==> src/rtl/instr_mem_fetch_if.sv <==
// Fetch request/response handshake bundle between a fetch unit and instr_mem_fetch.
interface instr_mem_fetch_if #(
    parameter int unsigned DATA_W = 32
);
    logic              req_valid;
    logic              req_ready;
    logic [31:0]       req_pc;
    logic              rsp_valid;
    logic              rsp_ready;
    logic [DATA_W-1:0] rsp_instr;
    logic              rsp_fault;

    modport master (
        output req_valid, req_pc, rsp_ready,
        input  req_ready, rsp_valid, rsp_instr, rsp_fault
    );

    modport slave (
        input  req_valid, req_pc, rsp_ready,
        output req_ready, rsp_valid, rsp_instr, rsp_fault
    );
endinterface

==> src/rtl/instr_mem_fetch.sv <==
// Loadable instruction memory with a 1-cycle-latency valid/ready fetch port.
// Optional per-word even parity is enabled by defining IMEM_PARITY_EN.
module instr_mem_fetch #(
    parameter int unsigned          DATA_W    = 32,
    parameter int unsigned          DEPTH     = 16,
    parameter logic [31:0]          BASE_ADDR = 32'h0,
    parameter logic [DATA_W-1:0]    NOP_WORD  = '0
) (
    input  logic                       clk,
    input  logic                       rst_n,
    input  logic                       load_mode,
    input  logic                       load_valid,
    input  logic [$clog2(DEPTH)-1:0]   load_addr,
    input  logic [DATA_W-1:0]          load_data,
    instr_mem_fetch_if.slave           bus,
    output logic [$clog2(DEPTH):0]     load_count,
    output logic                       parity_err
);
    localparam int unsigned AW      = $clog2(DEPTH);
    localparam logic [1:0]  S_IDLE  = 2'd0;
    localparam logic [1:0]  S_LOAD  = 2'd1;
    localparam logic [1:0]  S_RUN   = 2'd2;
    localparam logic [32:0] SPAN    = 33'(DEPTH) << 2;
    localparam logic [AW:0] CNT_MAX = (AW+1)'(DEPTH);

    logic [1:0]        r_state;
    logic [1:0]        w_state_nxt;
    logic [DATA_W-1:0] r_mem [DEPTH];
    logic              r_rsp_valid;
    logic [DATA_W-1:0] r_rsp_instr;
    logic              r_rsp_fault;
    logic [AW:0]       r_load_count;
    logic              r_parity_err;

    logic              w_rsp_hs;
    logic              w_req_ready;
    logic              w_accept;
    logic              w_load_we;
    logic              w_enter_load;
    logic [31:0]       w_off;
    logic              w_in_range;
    logic [AW-1:0]     w_idx;
    logic [DATA_W-1:0] w_word;
    logic              w_par_bad;

    // State register
    always_ff @(posedge clk or negedge rst_n) begin
        if (!rst_n) r_state <= S_IDLE;
        else        r_state <= w_state_nxt;
    end

    // Next state and handshake qualifiers
    always_comb begin
        w_state_nxt  = r_state;
        w_rsp_hs     = r_rsp_valid & bus.rsp_ready;
        w_req_ready  = (r_state == S_RUN) && (!r_rsp_valid || bus.rsp_ready);
        w_accept     = bus.req_valid & w_req_ready;
        w_load_we    = (r_state == S_LOAD) & load_valid;
        case (r_state)
            S_IDLE:  w_state_nxt = load_mode ? S_LOAD : S_RUN;
            S_LOAD:  if (!load_mode) w_state_nxt = S_RUN;
            S_RUN:   if (load_mode && (!r_rsp_valid || w_rsp_hs)) w_state_nxt = S_LOAD;
            default: w_state_nxt = S_IDLE;
        endcase
        w_enter_load = (w_state_nxt == S_LOAD) && (r_state != S_LOAD);
    end

    // Offset is taken modulo 2^32, so anything below BASE_ADDR wraps far above SPAN
    always_comb begin
        w_off      = bus.req_pc - BASE_ADDR;
        w_in_range = ({1'b0, w_off} < SPAN) && (bus.req_pc[1:0] == 2'b00);
        w_idx      = w_off[AW+1:2];
        w_word     = r_mem[w_idx];
    end

    // Storage is deliberately not reset so a program survives rst_n
    always_ff @(posedge clk) begin
        if (w_load_we) r_mem[load_addr] <= load_data;
    end

`ifdef IMEM_PARITY_EN
    logic r_par [DEPTH];

    always_ff @(posedge clk) begin
        if (w_load_we) r_par[load_addr] <= ^load_data;
    end

    assign w_par_bad = w_in_range && ((^w_word) != r_par[w_idx]);
`else
    assign w_par_bad = 1'b0;
`endif

    // Response register: holds under backpressure, reloads on accept
    always_ff @(posedge clk or negedge rst_n) begin
        if (!rst_n) begin
            r_rsp_valid <= 1'b0;
            r_rsp_instr <= NOP_WORD;
            r_rsp_fault <= 1'b0;
        end else if (w_accept) begin
            r_rsp_valid <= 1'b1;
            if (w_in_range && !w_par_bad) begin
                r_rsp_instr <= w_word;
                r_rsp_fault <= 1'b0;
            end else begin
                r_rsp_instr <= NOP_WORD;
                r_rsp_fault <= 1'b1;
            end
        end else if (w_rsp_hs) begin
            r_rsp_valid <= 1'b0;
        end
    end

    // Write counter and sticky parity flag, both restarted on LOAD entry
    always_ff @(posedge clk or negedge rst_n) begin
        if (!rst_n) begin
            r_load_count <= '0;
            r_parity_err <= 1'b0;
        end else begin
            if (w_enter_load) begin
                r_load_count <= '0;
            end else if (w_load_we && (r_load_count != CNT_MAX)) begin
                r_load_count <= r_load_count + (AW+1)'(1);
            end
            if (w_enter_load) begin
                r_parity_err <= 1'b0;
            end else if (w_accept && w_par_bad) begin
                r_parity_err <= 1'b1;
            end
        end
    end

    assign bus.req_ready = w_req_ready;
    assign bus.rsp_valid = r_rsp_valid;
    assign bus.rsp_instr = r_rsp_instr;
    assign bus.rsp_fault = r_rsp_fault;
    assign load_count    = r_load_count;
    assign parity_err    = r_parity_err;
endmodule

==> src/flat_wrapper.sv <==
// flat-port wrapper written by rule: the top's interface ports become plain ports
module instr_mem_fetch_flat 
#(
    parameter int unsigned          DATA_W    = 32,
    parameter int unsigned          DEPTH     = 16,
    parameter logic [31:0]          BASE_ADDR = 32'h0,
    parameter logic [DATA_W-1:0]    NOP_WORD  = '0
)
  (clk, rst_n, load_mode, load_valid, load_addr, load_data, load_count, parity_err, bus_req_valid, bus_req_pc, bus_rsp_ready, bus_req_ready, bus_rsp_valid, bus_rsp_instr, bus_rsp_fault);
  instr_mem_fetch_if #(.DATA_W(DATA_W)) bus_i ();
  input  logic clk;
  input  logic rst_n;
  input  logic load_mode;
  input  logic load_valid;
  input  logic [$clog2(DEPTH)-1:0] load_addr;
  input  logic [DATA_W-1:0] load_data;
  output logic [$clog2(DEPTH):0] load_count;
  output logic parity_err;
  input wire logic [$bits(bus_i.req_valid)-1:0] bus_req_valid;
  input wire logic [$bits(bus_i.req_pc)-1:0] bus_req_pc;
  input wire logic [$bits(bus_i.rsp_ready)-1:0] bus_rsp_ready;
  output wire logic [$bits(bus_i.req_ready)-1:0] bus_req_ready;
  output wire logic [$bits(bus_i.rsp_valid)-1:0] bus_rsp_valid;
  output wire logic [$bits(bus_i.rsp_instr)-1:0] bus_rsp_instr;
  output wire logic [$bits(bus_i.rsp_fault)-1:0] bus_rsp_fault;
  assign bus_i.req_valid = bus_req_valid;
  assign bus_i.req_pc = bus_req_pc;
  assign bus_i.rsp_ready = bus_rsp_ready;
  assign bus_req_ready = bus_i.req_ready;
  assign bus_rsp_valid = bus_i.rsp_valid;
  assign bus_rsp_instr = bus_i.rsp_instr;
  assign bus_rsp_fault = bus_i.rsp_fault;
  instr_mem_fetch #(.DATA_W(DATA_W), .DEPTH(DEPTH), .BASE_ADDR(BASE_ADDR), .NOP_WORD(NOP_WORD)) u_core (.clk(clk), .rst_n(rst_n), .load_mode(load_mode), .load_valid(load_valid), .load_addr(load_addr), .load_data(load_data), .bus(bus_i), .load_count(load_count), .parity_err(parity_err));
endmodule
==> config.mk <==
export PLATFORM = sky130hd
export DESIGN_NAME = instr_mem_fetch_flat
export DESIGN_NICKNAME = d
export VERILOG_FILES = /design/src/rtl/instr_mem_fetch_if.sv /design/src/rtl/instr_mem_fetch.sv /design/src/flat_wrapper.sv
export SDC_FILE = /design/constraint.sdc
export NUM_CORES = 1
export LEC_CHECK = 0
export CORE_MARGIN = 2
export CORE_UTILIZATION = 50
export CTS_CLUSTER_SIZE = 14
export DETAILED_ROUTE_END_ITERATION = 7
export DONT_BUFFER_PORTS = 1
export GPL_TIMING_DRIVEN = 0
export PLACE_DENSITY = 0.66
export SLEW_MARGIN = 25
export SYNTH_ARGS = -nofsm -noshare
export SYNTH_HDL_FRONTEND = slang
export SYNTH_SLANG_ARGS = --single-unit
==> constraint.sdc <==
create_clock -name clk -period 4 [get_ports clk]
set_input_delay 0.8 -clock clk [delete_from_list [all_inputs] [get_ports clk]]
set_output_delay 0.8 -clock clk [all_outputs]
set_load 0.05 [all_outputs]
==> results.json, run 1 <==
{
  "worst_setup_path_end_kind": "flop",
  "yosysWarnings": 0,
  "sequentialPowerShare_pct": 53.4,
  "cts-buffers-inserted": 55,
  "yosysSeqAreaShare_pct": 76.0,
  "p_sw_uw": 2470,
  "fin_skew_ns": 0.0215,
  "ioPinCount": 115,
  "cts_tree": "yes",
  "hpwl_mm": 32.1,
  "start_kind": "flop",
  "cp.arrival_ns": 3.45,
  "async_flop_share_pct": 7.41,
  "multi_input_area_um2": 4940,
  "fin_nets": 1178,
  "peakVddDrop_mv": 0.343,
  "cts.sinks": 553,
  "final.period_utilization_pct": 73.7,
  "fin_cells": 1695,
  "synth_area_per_cell_um2": 21.5,
  "p_sw_share_pct": 20.6,
  "row_count": 76,
  "wirelength_mm": 50.3,
  "floorplan.initialDensity_pct": 50.4,
  "grt_pass1_vias": 10864,
  "final_util_pct": 58.1,
  "worstSetupPathType": "reg2reg",
  "hold_class": "in2async",
  "die_width_um": 212,
  "placed_cells_incl_taps": 1590,
  "die-area_um2": 44800,
  "syn_to_final_growth_pct": 15.3,
  "hold_ws_ns": 0.0564,
  "slew_violations": 0,
  "relSlewSlack_pct": 32.4,
  "grt_overflow": 0,
  "h-tree-depth": 2,
  "synth_edf_count": 512,
  "synth_fa_ha_area_share_pct": 0.116,
  "synth_flop_cell": "edfxtp_1",
  "drc": 0,
  "io_buffers": 0,
  "crit_path_max_fanout": 10,
  "worstMarginPinSlew_ns": 1.01,
  "cts.clk_slew.worst_paths_ns": 0.06,
  "cts-root-buf": "clkbuf_16",
  "drt_iter0_drc": 1278,
  "finalSetupViolations": 0,
  "hold_viol_final": 0,
  "firstDrtPassIters": 4,
  "required_ns": 4.50,
  "track_usage_pct": 23.1,
  "clock_latency_ns": 0.61,
  "fill_cells": 3071,
  "synthMuxAreaShare_pct": 16.7,
  "p_clk_share_pct": 42.4,
  "synthCells": 1003,
  "antenna_found_initial": 0,
  "rsz0062_at_grt": "no",
  "postCtsSetupRepairBufs": 0,
  "synth-seq-cells": 553,
  "combPwrFrac_pct": 4.2,
  "syn_nets": 1079,
  "avgViaCountPerCell": 6.32,
  "fin_crit_ns": 2.95,
  "r2r_slack_ns": 1.05,
  "p_int_uw": 9480,
  "dieHeight_um": 212,
  "grt_pass1_wl_mm": 73.1,
  "cap_violations": 0,
  "synthXorXnorAreaFrac_pct": 0.162,
  "place_congestion": 0.729,
  "outcome": "completed",
  "drive_above_1_share_pct": 31.2,
  "grt_start_max_net_pins": 42,
  "ys_types": 37,
  "avgRoutedWirePerCell_um": 29.7,
  "timing.fmax_ghz": 0.339,
  "core_area_um2": 42800,
  "synth_compound_area_share_pct": 3.47,
  "vias": 10707,
  "leakage_uw": 0.00789,
  "synth_top_family_by_area": "multiplexers",
  "regArea_um2": 16400,
  "power_per_cell_area_nw_per_um2": 480,
  "netlist_area_um2": 21600,
  "clk_path_buf_depth": 3,
  "yosys.area_share.simple_pct": 1.87,
  "ant_nets": 0
}
state kept, by name (all words and copies together) (netlist names):
register / flops
u_core.load_count: 5
u_core.bus.rsp_instr: 32
u_core.r_mem: 512
u_core.bus.rsp_fault: 1
u_core.bus.rsp_valid: 1
u_core.r_state: 2
area by class of cell:
| class | instances | area share (%) |
|---|---|---|
| Inverter | 5 | 0.0755 |
| Tap cell | 546 | 2.75 |
| Sequential cell | 553 | 65.9 |
| Buffer | 59 | 1.31 |
| Antenna cell | 1 | 0.0101 |
| Clock buffer | 74 | 6.23 |
| Clock inverter | 29 | 0.946 |
| Multi-Input combinational cell | 386 | 19.9 |
| Timing Repair Buffer | 42 | 2.89 |
power by group through the flow:
stage | logic (µW) | registers, µW | clock network [µW]
floorplan | 344 | 6500 | 0
global placement | 469 | 6500 | 0
detailed placement | 489 | 6500 | 0
CTS | 507 | 6380 | 5140
global route | 536 | 6380 | 5370
finish | 502 | 6380 | 5070
Yosys cell counts, types with 5 or more instances:
cell	number	area [µm²]
mux4_2	127	2860
a211oi_1	94	706
mux2i_1	5	50.1
buf_1	8	30.0
clkbuf_1	25	93.8
buf_2	13	65.1
buf_6	11	124
nor2_1	19	71.3
edfxtp_1	512	15400
nand2_1	35	131
nor4_1	7	43.8
mux2_2	62	698
dfrtp_1	41	1030
inv_1	5	18.8
repair_timing:
| action | 4_1_cts | 5_1_grt |
|---|---|---|
| hold endpoints to repair | 41 | 0 |
| hold buffers | 1 | 0 |
| gates resized for setup | 0 | 0 |
kinds of logic after synthesis:
kind of cell,Yosys count
DFF,553
muxes,194
AOI/OAI and AO/OA,100
and+or+nand+nor,85
buffers and inverters,64
xor gates and xnor gates,4
adders and majority gates,2
other,1
final timing paths:
check	start	end	depth (start not counted)
setup / recovery	u_core.bus.rsp_valid	u_core.bus.rsp_instr[23]	7
hold / removal	rst_n	u_core.bus.rsp_instr[19]	1
setup reg to reg	u_core.bus.rsp_valid	u_core.bus.rsp_instr[23]	7
hold reg to reg	u_core.r_state[1]	u_core.r_state[1]	1
max in group asynchronous	rst_n	u_core.bus.rsp_instr[2]	1
min in group clk	load_data[17]	u_core.r_mem[14][17]	0
layout by cell type (no fill, tap or decap), drive strengths merged, types with 4 or more instances in the layout:
master    n
dfrtp    41
clkbuf  100
mux2i     5
mux2     62
buf      75
edfxtp  512
nand2    35
inv       7
nor4      7
a211oi   94
mux4    127
nor3      4
clkinv   21
nor2     19
metrics by stage:
stage / setup slack [ns] / setup TNS, ns / power [µW] / cell area (µm²)
2_1_floorplan: 0.0367 / 0 / 6840 / 21600
3_3_place_gp: -2.64 / -613.52 / 6970 / 22300
3_5_place_dp: 0.774 / 0 / 6990 / 23100
4_1_cts: 1.05 / 0 / 12000 / 24900
5_1_grt: 0.935 / 0 / 12300 / 24900
6_report: 1.05 / 0 / 11900 / 24900
critical path, stage by stage, from the launching register on:
cell	delay, ns
dfrtp_1	0.62
nor2b_1	0.36
nand4bb_1	0.18
buf_2	0.25
buf_2	0.32
clkbuf_1	0.69
a211oi_1	0.20
a211oi_1	0.22
metal layers:
metal	global-route usage [%]	wire length [µm]	up-vias
met1	32.4	20800	5728
met4	6.02	953	0
met3	6.10	4420	74
li1	-	-	4422
met2	36.5	24100	483
met5	0	0	-
Power figures use the tool's default switching activity.
==> run 2, diff against run 1 <==
==> constraint.sdc (replaced) <==
create_clock -name clk -period 2.99 [get_ports clk]
set_input_delay 0.598 -clock clk [delete_from_list [all_inputs] [get_ports clk]]
set_output_delay 0.598 -clock clk [all_outputs]
set_load 0.05 [all_outputs]
==> results.json, run 2 (same netlist as run 1, synthesis figures left out) <==
{
  "cts-root-buf": "clkbuf_16",
  "slowest_stage": "dfrtp_1",
  "final.period_utilization_pct": 93.9,
  "worstMarginPinSlew_ns": 1.07,
  "fin_crit_ns": 2.81,
  "grt_pass1_vias": 10853,
  "fin_area_um2": 24800,
  "postCtsSetupRepairBufs": 0,
  "finalSetupViolations": 0,
  "hold_viol_final": 0,
  "placed_cells_incl_taps": 1581,
  "cp_common_cell": "buf_2",
  "avgViaCountPerCell": 6.35,
  "crit_family": "buffers and inverters",
  "required_ns": 3.43,
  "firstDrtPassIters": 5,
  "grt_start_max_net_pins": 42,
  "floorplan.initialDensity_pct": 50.4,
  "vias": 10677,
  "avgRoutedWirePerCell_um": 30.0,
  "timing.fmax_ghz": 0.356,
  "clk_path_buf_depth": 3,
  "cp-startpoint": "u_core.bus.rsp_valid",
  "hold_start": "load_data[19]",
  "row_count": 76,
  "relSlewSlack_pct": 28.6,
  "power_per_cell_area_nw_per_um2": 635,
  "track_usage_pct": 23.4,
  "timing.rr.start": "u_core.bus.rsp_valid",
  "diodes": 0,
  "fin_cells": 1682,
  "outcome": "completed",
  "hold_class": "in2reg",
  "clock_latency_ns": 0.59,
  "antenna_found_initial": 0,
  "grt_overflow": 0,
  "io_buffers": 0,
  "hpwl_mm": 31.9,
  "die_width_um": 212,
  "fin_nets": 1169,
  "core_area_um2": 42800,
  "fin_tns_setup_ns": 0,
  "h-tree-depth": 2,
  "path_buf_inv": 3,
  "slew_violations": 0,
  "place_congestion": 0.720,
  "cts_tree": "yes",
  "die-area_um2": 44800,
  "drc": 0,
  "cts.clk_slew.worst_paths_ns": 0.06,
  "cts.sinks": 553,
  "syn_to_final_growth_pct": 14.9,
  "fin_skew_ns": 0.0154,
  "crit_path_max_fanout": 10,
  "ant_nets": 0,
  "drt_iter0_drc": 1014,
  "rsz0062_at_grt": "no",
  "worst_setup_path_end_kind": "flop",
  "drive_above_1_share_pct": 30.5,
  "max_stage_delay_ns": 0.63,
  "largest_reg_flops": 512,
  "grt_pass1_wl_mm": 73.9,
  "leakage_uw": 0.00783,
  "top_register": "u_core.r_mem",
  "cap_violations": 0,
  "worstSetupPathType": "reg2reg",
  "layout_common_cells": "edfxtp_1, mux4_2, a211oi_1",
  "cts-buffers-inserted": 54,
  "r2r_slack_ns": 0.18,
  "start_kind": "flop",
  "dieHeight_um": 212,
  "path_cells": "nor2b_1 > nand4bb_1 > buf_2 > or3_1 > clkbuf_1 > buf_2 > a211oi_1",
  "cp.arrival_ns": 3.25,
  "wirelength_mm": 50.5,
  "peakVddDrop_mv": 0.409,
  "dpl_cell_area_um2": 23100,
  "mostFrequentLayoutCell": "edfxtp_1",
  "ioPinCount": 115
}
==> run 2: path summary, 6_finish.rpt <==
kind                                       endpoint  cells past startpoint
max in group asynchronous   u_core.bus.rsp_instr[6]                      2
hold reg to reg                   u_core.r_state[1]                      1
setup / recovery            u_core.bus.rsp_instr[3]                      7
hold / removal                 u_core.r_mem[14][19]                      0
min in group asynchronous  u_core.bus.rsp_instr[20]                      2
setup reg to reg            u_core.bus.rsp_instr[3]                      7
==> run 2: routing by layer <==
layer	share of wire (%)	up-vias	wire length [µm]	GRT usage, %
met5	0	-	0	0
met1	42	5730	21000	33.1
li1	-	4409	-	-
met3	8.4	97	4240	4.98
met2	48	441	24100	37.1
met4	2.4	0	1190	6.70
==> run 2: worst register-to-register path, cell delays in order (launching register included) <==
cell	delay [ns]
dfrtp_1	0.63
nor2b_1	0.36
nand4bb_1	0.17
buf_2	0.27
or3_1	0.16
clkbuf_1	0.48
buf_2	0.44
a211oi_1	0.15
==> run 2: through the flow <==
| stage | util [%] | hold WS (ns) | worst slack [ns] | total power [µW] |
|---|---|---|---|---|
| global placement | 52.0 | 0.304 | -1.81 | 9330 |
| floorplan | - | 0.302 | 0.0861 | 9150 |
| finish | 57.9 | 0.0959 | 0.182 | 15700 |
| CTS | 57.9 | 0.0689 | 0.0242 | 15800 |
| global route | 57.9 | 0.0774 | 0.0300 | 16200 |
| detailed placement | 53.9 | 0.304 | -0.0548 | 9360 |
==> run 2: layout make-up <==
cell class                 instances  area, µm²
clock buffer                      80       1540
clock inverter                    19        148
sequential                       553      16400
multi-input combinational        386       4960
buffer                            59        330
tap                              546        683
fill                            3131      18000
inverter                           5       18.8
timing repair buffer              34        704
==> run 2: repair_timing <==
| item | 4_1_cts | 5_1_grt |
|---|---|---|
| endpoints found under the setup margin | 3 | 20 |
| pin swaps | 0 | 0 |
| hold buffers | 2 | 0 |
| endpoints found under the hold margin | 41 | 0 |
| resized for setup | 2 | 4 |
==> run 2: where the power goes <==
group | internal, µW | switching (µW) | leakage [µW] | total [µW]
clock | 3720 | 2800 | 0.000834 | 6530
combinational | 303 | 378 | 0.00183 | 681
sequential | 8490 | 39.2 | 0.00517 | 8530
==> run 3, diff against run 2 <==
--- a/config.mk
+++ b/config.mk
@@ -12,6 +12,7 @@
 export DONT_BUFFER_PORTS = 1
 export GPL_TIMING_DRIVEN = 0
 export PLACE_DENSITY = 0.66
+export RECOVER_POWER = 100
 export SLEW_MARGIN = 25
 export SYNTH_ARGS = -nofsm -noshare
 export SYNTH_HDL_FRONTEND = slang
==> results.json, run 3 (same netlist as run 1, synthesis figures left out) <==
{
  "outcome": "completed",
  "timing.fmax_ghz": 0.351,
  "row_count": 76,
  "p_sw_uw": 3220,
  "fin_area_um2": 24400,
  "drt_iter0_drc": 1174,
  "grt_pass1_wl_mm": 73.9,
  "rr_worst_depth": 5,
  "p_int_uw": 12500,
  "die_width_um": 212,
  "dieHeight_um": 212,
  "dpl_cell_area_um2": 23100,
  "path_cells": "and3b_1 > nand3_1 > nor2_1 > buf_16 > clkbuf_4",
  "h-tree-depth": 2,
  "peakVddDrop_mv": 0.405,
  "placed_cells_incl_taps": 1581,
  "sequentialPowerShare_pct": 54.2,
  "cts-root-buf": "clkbuf_16",
  "final_util_pct": 57.0,
  "layout_common_cells": "edfxtp_1, mux4_2, a211oi_1",
  "cts-buffers-inserted": 54,
  "leakage_uw": 0.00774,
  "avgRoutedWirePerCell_um": 30.1,
  "track_usage_pct": 23.4,
  "worstSetupPathType": "reg2reg",
  "cp-startpoint": "u_core.r_state[1]",
  "io_buffers": 0,
  "slew_violations": 0,
  "r2r_slack_ns": 0.14,
  "ioPinCount": 115,
  "ant_nets": 0,
  "drive_above_1_share_pct": 29.7,
  "hold_class": "in2reg",
  "cts.clk_slew.worst_paths_ns": 0.06,
  "start_kind": "flop",
  "grt_start_max_net_pins": 42,
  "hold_path_depth": 0,
  "path_buf_inv": 2,
  "hold_start": "load_data[17]",
  "drc": 0,
  "power_per_cell_area_nw_per_um2": 646,
  "cts_tree": "yes",
  "mostFrequentLayoutCell": "edfxtp_1",
  "max_stage_delay_ns": 0.88,
  "fin_tns_setup_ns": 0,
  "grt_pass1_vias": 10853,
  "wirelength_mm": 50.6,
  "top_register": "u_core.r_mem",
  "clk_path_buf_depth": 3,
  "cts.sinks": 553,
  "hpwl_mm": 31.9,
  "p_clk_share_pct": 41.5,
  "crit_family": "simple AND/OR/NAND/NOR gates",
  "antenna_found_initial": 0,
  "crit_path_max_fanout": 14,
  "place_congestion": 0.720,
  "syn_to_final_growth_pct": 13.0,
  "rsz0062_at_grt": "no",
  "grt_overflow": 0,
  "avgViaCountPerCell": 6.34,
  "slowest_stage": "nor2_1",
  "fin_nets": 1169,
  "rr_endpoint": "u_core.r_mem[7][7]",
  "required_ns": 3.25,
  "cap_violations": 0,
  "diodes": 0,
  "finalSetupViolations": 0,
  "fin_cells": 1682,
  "floorplan.initialDensity_pct": 50.4,
  "timing.rr.start": "u_core.r_state[1]",
  "combPwrFrac_pct": 4.2,
  "firstDrtPassIters": 5,
  "vias": 10668,
  "worst_setup_path_end_kind": "flop",
  "cp.arrival_ns": 3.10,
  "relSlewSlack_pct": 1.86,
  "power.total_uw": 15700,
  "core_area_um2": 42800,
  "hold_viol_final": 0,
  "fin_skew_ns": 0.0143,
  "clock_latency_ns": 0.59,
  "final.period_utilization_pct": 95.2,
  "fin_crit_ns": 2.85,
  "min_to": "u_core.r_mem[14][17]",
  "worstMarginPinSlew_ns": 1.47,
  "largest_reg_flops": 512,
  "die-area_um2": 44800,
  "p_sw_share_pct": 20.5
}
run 3: metal layers:
layer	track usage [%]	wire (µm)	up-vias
met1	33.1	21300	5711
met3	4.98	3970	92
met2	37.1	24200	458
li1	-	-	4407
met5	0	0	-
met4	6.70	1150	0
run 3: repair_timing:
action / CTS / global route
setup endpoints to repair: 3 / 20
hold endpoints to repair: 41 / 0
setup buffers: 0 / 0
hold buffers: 2 / 0
gates resized for setup: 2 / 4
run 3: per-stage QoR:
stage               worst slack (ns)  hold slack (ns)
floorplan                     0.0861            0.302
global placement               -1.81            0.304
detailed placement           -0.0548            0.304
CTS                           0.0242           0.0689
global route                  0.0177           0.0774
finish                         0.142           0.0948
run 3: worst max path at each step:
stage                                    end  slack [ns]  cells past startpoint
detailed placement  u_core.bus.rsp_instr[21]       -0.05                      5
global placement         u_core.r_mem[12][8]       -1.81                      3
finish                    u_core.r_mem[7][7]        0.14                      5
floorplan                 u_core.r_mem[8][0]        0.09                      3
CTS                  u_core.bus.rsp_instr[3]        0.02                      7
global route              u_core.r_mem[2][6]        0.02                      6
run 3: power by group through the flow:
stage	logic [µW]	registers (µW)	clock network (µW)
after global placement	630	8700	0
final	665	8530	6530
after global routing	709	8530	6920
after floorplan	460	8690	0
after detailed placement	661	8700	0
after CTS	687	8530	6630
run 3: layout make-up:
class                           instances  area [µm²]
Fill cell                            3193       18400
Sequential cell                       553       16400
Multi-Input combinational cell        386        4870
Clock buffer                           80        1540
Tap cell                              546         683
Timing Repair Buffer                   34         380
Buffer                                 59         330
Clock inverter                         19         148
Inverter                                5        18.8
